File: config.mk
export PLATFORM = sky130hd
export DESIGN_NAME = rce_parity_accumulator
export DESIGN_NICKNAME = d
export VERILOG_FILES = /design/src/rtl/rce_parity_accumulator.sv
export SDC_FILE = /design/constraint.sdc
export NUM_CORES = 1
export LEC_CHECK = 0
export CAP_MARGIN = 20
export CORE_ASPECT_RATIO = 0.6
export CORE_MARGIN = 1
export CORE_UTILIZATION = 57
export DETAILED_ROUTE_END_ITERATION = 8
export HOLD_SLACK_MARGIN = 0.03
export PLACE_DENSITY = 0.86
export RECOVER_POWER = 100
export SYNTH_ARGS = -nofsm -noshare
export SYNTH_HDL_FRONTEND = slang
export SYNTH_SLANG_ARGS = --single-unit
File: constraint.sdc
create_clock -name clk -period 27 [get_ports clk]
set_clock_uncertainty 0.15 [all_clocks]
set_input_delay 5.4 -clock clk [delete_from_list [all_inputs] [get_ports clk]]
set_output_delay 5.4 -clock clk [all_outputs]
set_load 0.02 [all_outputs]
File: src/rtl/rce_parity_accumulator.sv
// -----------------------------------------------------------------------------
// rce_parity_accumulator
//
// Serial QC-circulant parity accumulator, placed directly after the
// Function_generator stage. For each of the N_BLK = 2**ADR_W circulant blocks:
//   - it addresses the generator;
//   - it latches the returned first row;
//   - it XORs the current cyclic rotation of that row into a parity accumulator
//     for every accepted message bit that is 1.
// After the last block the parity word is offered with a valid/ready handshake.
//
// Ports
//   clk         in   1      system clock, rising edge
//   rst         in   1      asynchronous active-high reset
//   start       in   1      1-cycle pulse, begins a codeword (IDLE only)
//   fg_adrs     out  ADR_W  registered row address to the generator
//   fg_f        in   K_N    circulant first row for fg_adrs (combinational)
//   in_valid    in   1      message bit valid
//   in_bit      in   1      message bit, block-major, bit 0 of block 0 first
//   in_ready    out  1      bit accepted this cycle when in_valid is high
//   out_valid   out  1      parity_out complete
//   out_ready   in   1      consumer takes parity_out
//   parity_out  out  K_N    accumulated parity word
//   busy        out  1      high in any state other than IDLE
// -----------------------------------------------------------------------------
module rce_parity_accumulator #(
  parameter int K_N   = 256,
  parameter int ADR_W = 2
) (
  input  logic             clk,
  input  logic             rst,
  input  logic             start,
  output logic [ADR_W-1:0] fg_adrs,
  input  logic [K_N-1:0]   fg_f,
  input  logic             in_valid,
  input  logic             in_bit,
  output logic             in_ready,
  output logic             out_valid,
  input  logic             out_ready,
  output logic [K_N-1:0]   parity_out,
  output logic             busy
);

  localparam int CNT_W = $clog2(K_N);
  localparam int N_BLK = 2 ** ADR_W;

  typedef enum logic [1:0] {
    IDLE = 2'd0,
    LOAD = 2'd1,
    RUN  = 2'd2,
    DONE = 2'd3
  } state_t;

  state_t           state, state_nxt;
  logic [CNT_W-1:0] bit_cnt;
  logic [K_N-1:0]   acc;
  logic [K_N-1:0]   row;
  logic             xfer;
  logic             blk_end;
  logic             last_blk;

  // Cyclic rotate-left by one position.
  function automatic logic [K_N-1:0] rotl1(input logic [K_N-1:0] v);
    return {v[K_N-2:0], v[K_N-1]};
  endfunction

  // Conditionally XOR the current circulant rotation into the accumulator.
  function automatic logic [K_N-1:0] acc_step(input logic [K_N-1:0] a,
                                              input logic [K_N-1:0] r,
                                              input logic           b);
    return b ? (a ^ r) : a;
  endfunction

  always_comb begin
    xfer     = (state == RUN) && in_valid;
    blk_end  = xfer && (bit_cnt == CNT_W'(K_N - 1));
    last_blk = (fg_adrs == ADR_W'(N_BLK - 1));
  end

  // Next-state logic and handshake outputs.
  always_comb begin
    state_nxt  = state;
    in_ready   = 1'b0;
    out_valid  = 1'b0;
    busy       = (state != IDLE);
    parity_out = acc;
    case (state)
      IDLE: if (start) state_nxt = LOAD;
      LOAD: state_nxt = RUN;
      RUN: begin
        in_ready = 1'b1;
        if (blk_end) state_nxt = last_blk ? DONE : LOAD;
      end
      DONE: begin
        out_valid = 1'b1;
        if (out_ready) state_nxt = IDLE;
      end
      default: state_nxt = IDLE;
    endcase
  end

  always_ff @(posedge clk or posedge rst) begin
    if (rst) state <= IDLE;
    else     state <= state_nxt;
  end

  // Stage: row latch (LOAD) and per-bit accumulate/rotate (RUN).
  // The address only advances on a non-final block end, so it never wraps
  // within a codeword and the next LOAD sees a settled fg_f.
  always_ff @(posedge clk or posedge rst) begin
    if (rst) begin
      fg_adrs <= '0;
      acc     <= '0;
      row     <= '0;
      bit_cnt <= '0;
    end else begin
      case (state)
        IDLE: if (start) begin
          fg_adrs <= '0;
          acc     <= '0;
        end
        LOAD: begin
          row     <= fg_f;
          bit_cnt <= '0;
        end
        RUN: if (xfer) begin
          acc     <= acc_step(acc, row, in_bit);
          row     <= rotl1(row);
          bit_cnt <= bit_cnt + 1'b1;
          if (blk_end && !last_blk) fg_adrs <= fg_adrs + 1'b1;
        end
        default: ;
      endcase
    end
  end

endmodule

==> impl_metrics.env <==
export IMPL_fmax_mhz=65.3
export IMPL_num_nets_final=3239
export IMPL_floorplan_rows=62
export IMPL_worstReg2RegEnd="row[128]"
export IMPL_place_congestion=0.845
export IMPL_power_density_mw_per_mm2=127
export IMPL_die_area_sq_mm=0.0506
export IMPL_post_cts_buffers=0
export IMPL_post_synth_top_area_cell="sky130_fd_sc_hd__dfrtp_1"
export IMPL_cts_hold_buffers=0
export IMPL_num_io_pins=523
export IMPL_gr_total_overflow=0
export IMPL_combPwrFrac_pct=51.4
export IMPL_dr_pass1_iters=5
export IMPL_setup_violations_final=0
export IMPL_power_leakage_uw=0.0155
export IMPL_hold_ep="bit_cnt[6]"
export IMPL_final_hold_worst_slack_ps=327
export IMPL_worst_setup_path_type="in -> async"
export IMPL_grt_antenna_before_repair=15
export IMPL_timing_worst_slew_pin_value_ps=8350
export IMPL_post_route_cells_drive_above_1_share_pct=17.7
export IMPL_post_route_period_util_pct=56.8
export IMPL_synth_yosys_warnings=0
export IMPL_remaining_drc_errors=0
export IMPL_clock_period_minus_final_worst_setup_slack_ps=15320
export IMPL_synth_seq_area_share_pct=46.3
export IMPL_routed_wire_per_std_cell_um=20.6
export IMPL_fin_tns_setup_ps=0
export IMPL_report_final_hold_viol_count=0
export IMPL_outcome="complete, but fails checks"
export IMPL_r2r_cells=4
export IMPL_chipWidth_um=290
export IMPL_final_max_slew_viol_count=1113
export IMPL_io_buffer_count=522
export IMPL_htree_levels=2
export IMPL_cp_arrival_ps=15110
export IMPL_clock_insertion_delay_worst_skew_ps=580
export IMPL_cts_repair_resize_count=0
export IMPL_setup_repair_after_global_routing_missed_its_margin="false"
export IMPL_violated_checks="capacitance limit, slew limit"
export IMPL_drt_initial_drc_count=1357
export IMPL_combinational_family_with_the_most_area_after_synthesis="multiplexers"
export IMPL_power_frac_clock_pct=16.1
export IMPL_synth_area_leaders="sky130_fd_sc_hd__dfrtp_1 (46%), sky130_fd_sc_hd__mux2_2 (18%), sky130_fd_sc_hd__nand2b_1 (11%), sky130_fd_sc_hd__mux2i_1 (9.2%), sky130_fd_sc_hd__a21oi_1 (4.5%)"
export IMPL_clk_pin_slew_worst_paths_ps=60
export IMPL_cap_violations=14
export IMPL_avgViaCountPerCell=5.71
export IMPL_post_synth_xor_area_fraction_pct=0
export IMPL_synth_top_cell_area_share_pct=46.3
export IMPL_synthesis_area_sq_mm=0.0283
export IMPL_regToRegStartpoint="state[0]"
export IMPL_clock_tree_buffer_depth=3
export IMPL_clock_root_buffer="sky130_fd_sc_hd__clkbuf_16"
export IMPL_cellInternalPower_uw=2760
export IMPL_critical_path_slowest_cell="sky130_fd_sc_hd__clkinvlp_2"
export IMPL_power_switching_fraction_pct=38.0
export IMPL_worstPathCellList="dlygate4sd3_1, clkinvlp_2, clkbuf_1, clkbuf_1, clkbuf_1"
export IMPL_dp_hpwl_um=48500
export IMPL_synthMuxAreaShare_pct=29.5
export IMPL_fillers=3287
export IMPL_crit_fanout=126
export IMPL_critPathRequiredTime_ps=26790
export IMPL_area_growth_syn_to_layout_pct=24.2
export IMPL_global_route_wire_length_before_repair_um=118000
export IMPL_die_y_um=175
export IMPL_numClockSinks=524
export IMPL_grtUsageTotal_pct=29.3
export IMPL_cts_tree="done"
export IMPL_synth_adder_area_share_pct=0.0883
export IMPL_layout_commonest_cell="sky130_fd_sc_hd__dfrtp_1"
export IMPL_worst_hold_path_class="reg -> reg"
export IMPL_core_region_area_sq_mm=0.0484
export IMPL_vdd_ir_drop_worst_v=0.000102
export IMPL_p_switching_uw=1690
export IMPL_routed_wl_um=75300
export IMPL_synth_compound_gate_area_share_pct=4.96
export IMPL_post_synth_and_or_nand_nor_area_fraction_pct=15.3
export IMPL_commonest_non_fill_non_tap_cells_in_the_layout="sky130_fd_sc_hd__dfrtp_1 (524), sky130_fd_sc_hd__nand2b_1 (516), sky130_fd_sc_hd__mux2_2 (446)"
export IMPL_worstSetupStartpointType="primary input"
export IMPL_grt_start_max_net_pins=239
export IMPL_path_delay_family="buffers and inverters"
export IMPL_slew_limit_headroom_pct=-457
export IMPL_place_area_sq_mm=0.0335
export IMPL_crit_buf_inv=5
export IMPL_postSynthRegisterBits=524
export IMPL_reg2reg_setup_slack_ps=17390
export IMPL_avgSynthCellArea_sq_um=11.0
export IMPL_synth_cell_type_count=35
export IMPL_cts_made_buffers=50
export IMPL_crit_path_end_kind="asynchronous set/reset pin"
export IMPL_timing_critical_path_slowest_cell_delay_ps=3150
export IMPL_hold_path_cell_count=1
export IMPL_dr_total_vias=20908
export IMPL_grt_pass1_vias=21038
export IMPL_cp_common_cell="sky130_fd_sc_hd__clkbuf_1"
export IMPL_post_route_design_area_sq_mm=0.0352
export IMPL_initial_utilization_pct=58.5
export IMPL_residual_antenna_violating_net_count_after_detailed_routing=0
export IMPL_share_of_power_burned_in_registers_pct=32.6
export IMPL_postSynthNetCount=2844
export IMPL_gate_count_post_synth=2580
export IMPL_timing_critical_path_from="rst"
export IMPL_hold_path_startpoint="bit_cnt[6]"
==> power groups by stage <==
stage,logic [uW],clock network (uW),registers (uW)
floorplan,1480,0,1550
global placement,2170,0,1430
detailed placement,2250,0,1460
CTS,2270,729,1450
global route,2470,760,1500
finish,2290,715,1450
==> cell type report <==
| class | count | area, sq um | share of cell area, % |
|---|---|---|---|
| Multi-Input combinational cell | 1847 | 14200 | 40.2 |
| Sequential cell | 524 | 13100 | 37.3 |
| Timing Repair Buffer | 546 | 5430 | 15.4 |
| Clock buffer | 76 | 1490 | 4.24 |
| Tap cell | 640 | 801 | 2.28 |
| Clock inverter | 12 | 139 | 0.395 |
| Inverter | 6 | 23.8 | 0.0676 |
| Antenna cell | 9 | 22.5 | 0.0640 |
==> sequential cells by signal (all words and copies together) (netlist names) <==
signal,cells
bit_cnt,8
state,2
fg_adrs,2
row,256
parity_out,256
==> worst reg2reg max path, stage by stage, from the launching register on <==
cell,delay [ps]
sky130_fd_sc_hd__dfrtp_1,1670
sky130_fd_sc_hd__nand2b_1,450
sky130_fd_sc_hd__o21ai_0,250
sky130_fd_sc_hd__clkbuf_1,5630
sky130_fd_sc_hd__mux2_2,1350
==> through the flow <==
step           setup WS (ps)  util [%]  power, uW  std cells
2_1_floorplan           6810         -       3030       2580
3_3_place_gp           18390      69.3       3600       3557
3_5_place_dp           18290      69.3       3710       3557
4_1_cts                18280      72.7       4450       3645
5_1_grt                 9550      72.7       4720       3659
6_report               11680      72.7       4450       3660
==> cells by family after synthesis <==
logic type	count (synthesis)
compound gates	273
fa+ha+maj	2
buf+inv	209
flops	524
mux	772
simple gates	800
==> Yosys cell counts (all sizes together) <==
cell type,n
o31ai,1
a22o,3
a22oi,1
mux2,512
ha,2
nand3,4
o311ai,1
a21oi,257
nand4,3
nor3b,1
o211ai,2
a211oi,1
a32o,1
and3,2
buf,98
or2,1
o41ai,1
clkbuf,105
dfrtp,524
mux2i,260
nor4bb,1
o21ai,4
or3b,1
nand3b,2
a31o,1
nand2,268
and4,1
inv,6
nand2b,516
==> worst max path at each step <==
stage                 endpoint  slack [ps]  depth (start not counted)
2_1_floorplan       bit_cnt[0]        6810                          1
3_3_place_gp   parity_out[232]       18390                          4
3_5_place_dp   parity_out[233]       18290                          4
4_1_cts               in_ready       18280                          3
5_1_grt               row[238]        9550                          5
6_report        parity_out[25]       11680                          5
==> per-layer routing <==
layer	vias up	global-route usage (%)	wire length, um
met5	-	0	71
met4	12	11.7	3140
li1	9572	-	-
met3	173	6.51	4770
met2	604	46.6	35900
met1	10547	38.8	31500
Note: power is estimated with default switching activity, not from simulation.
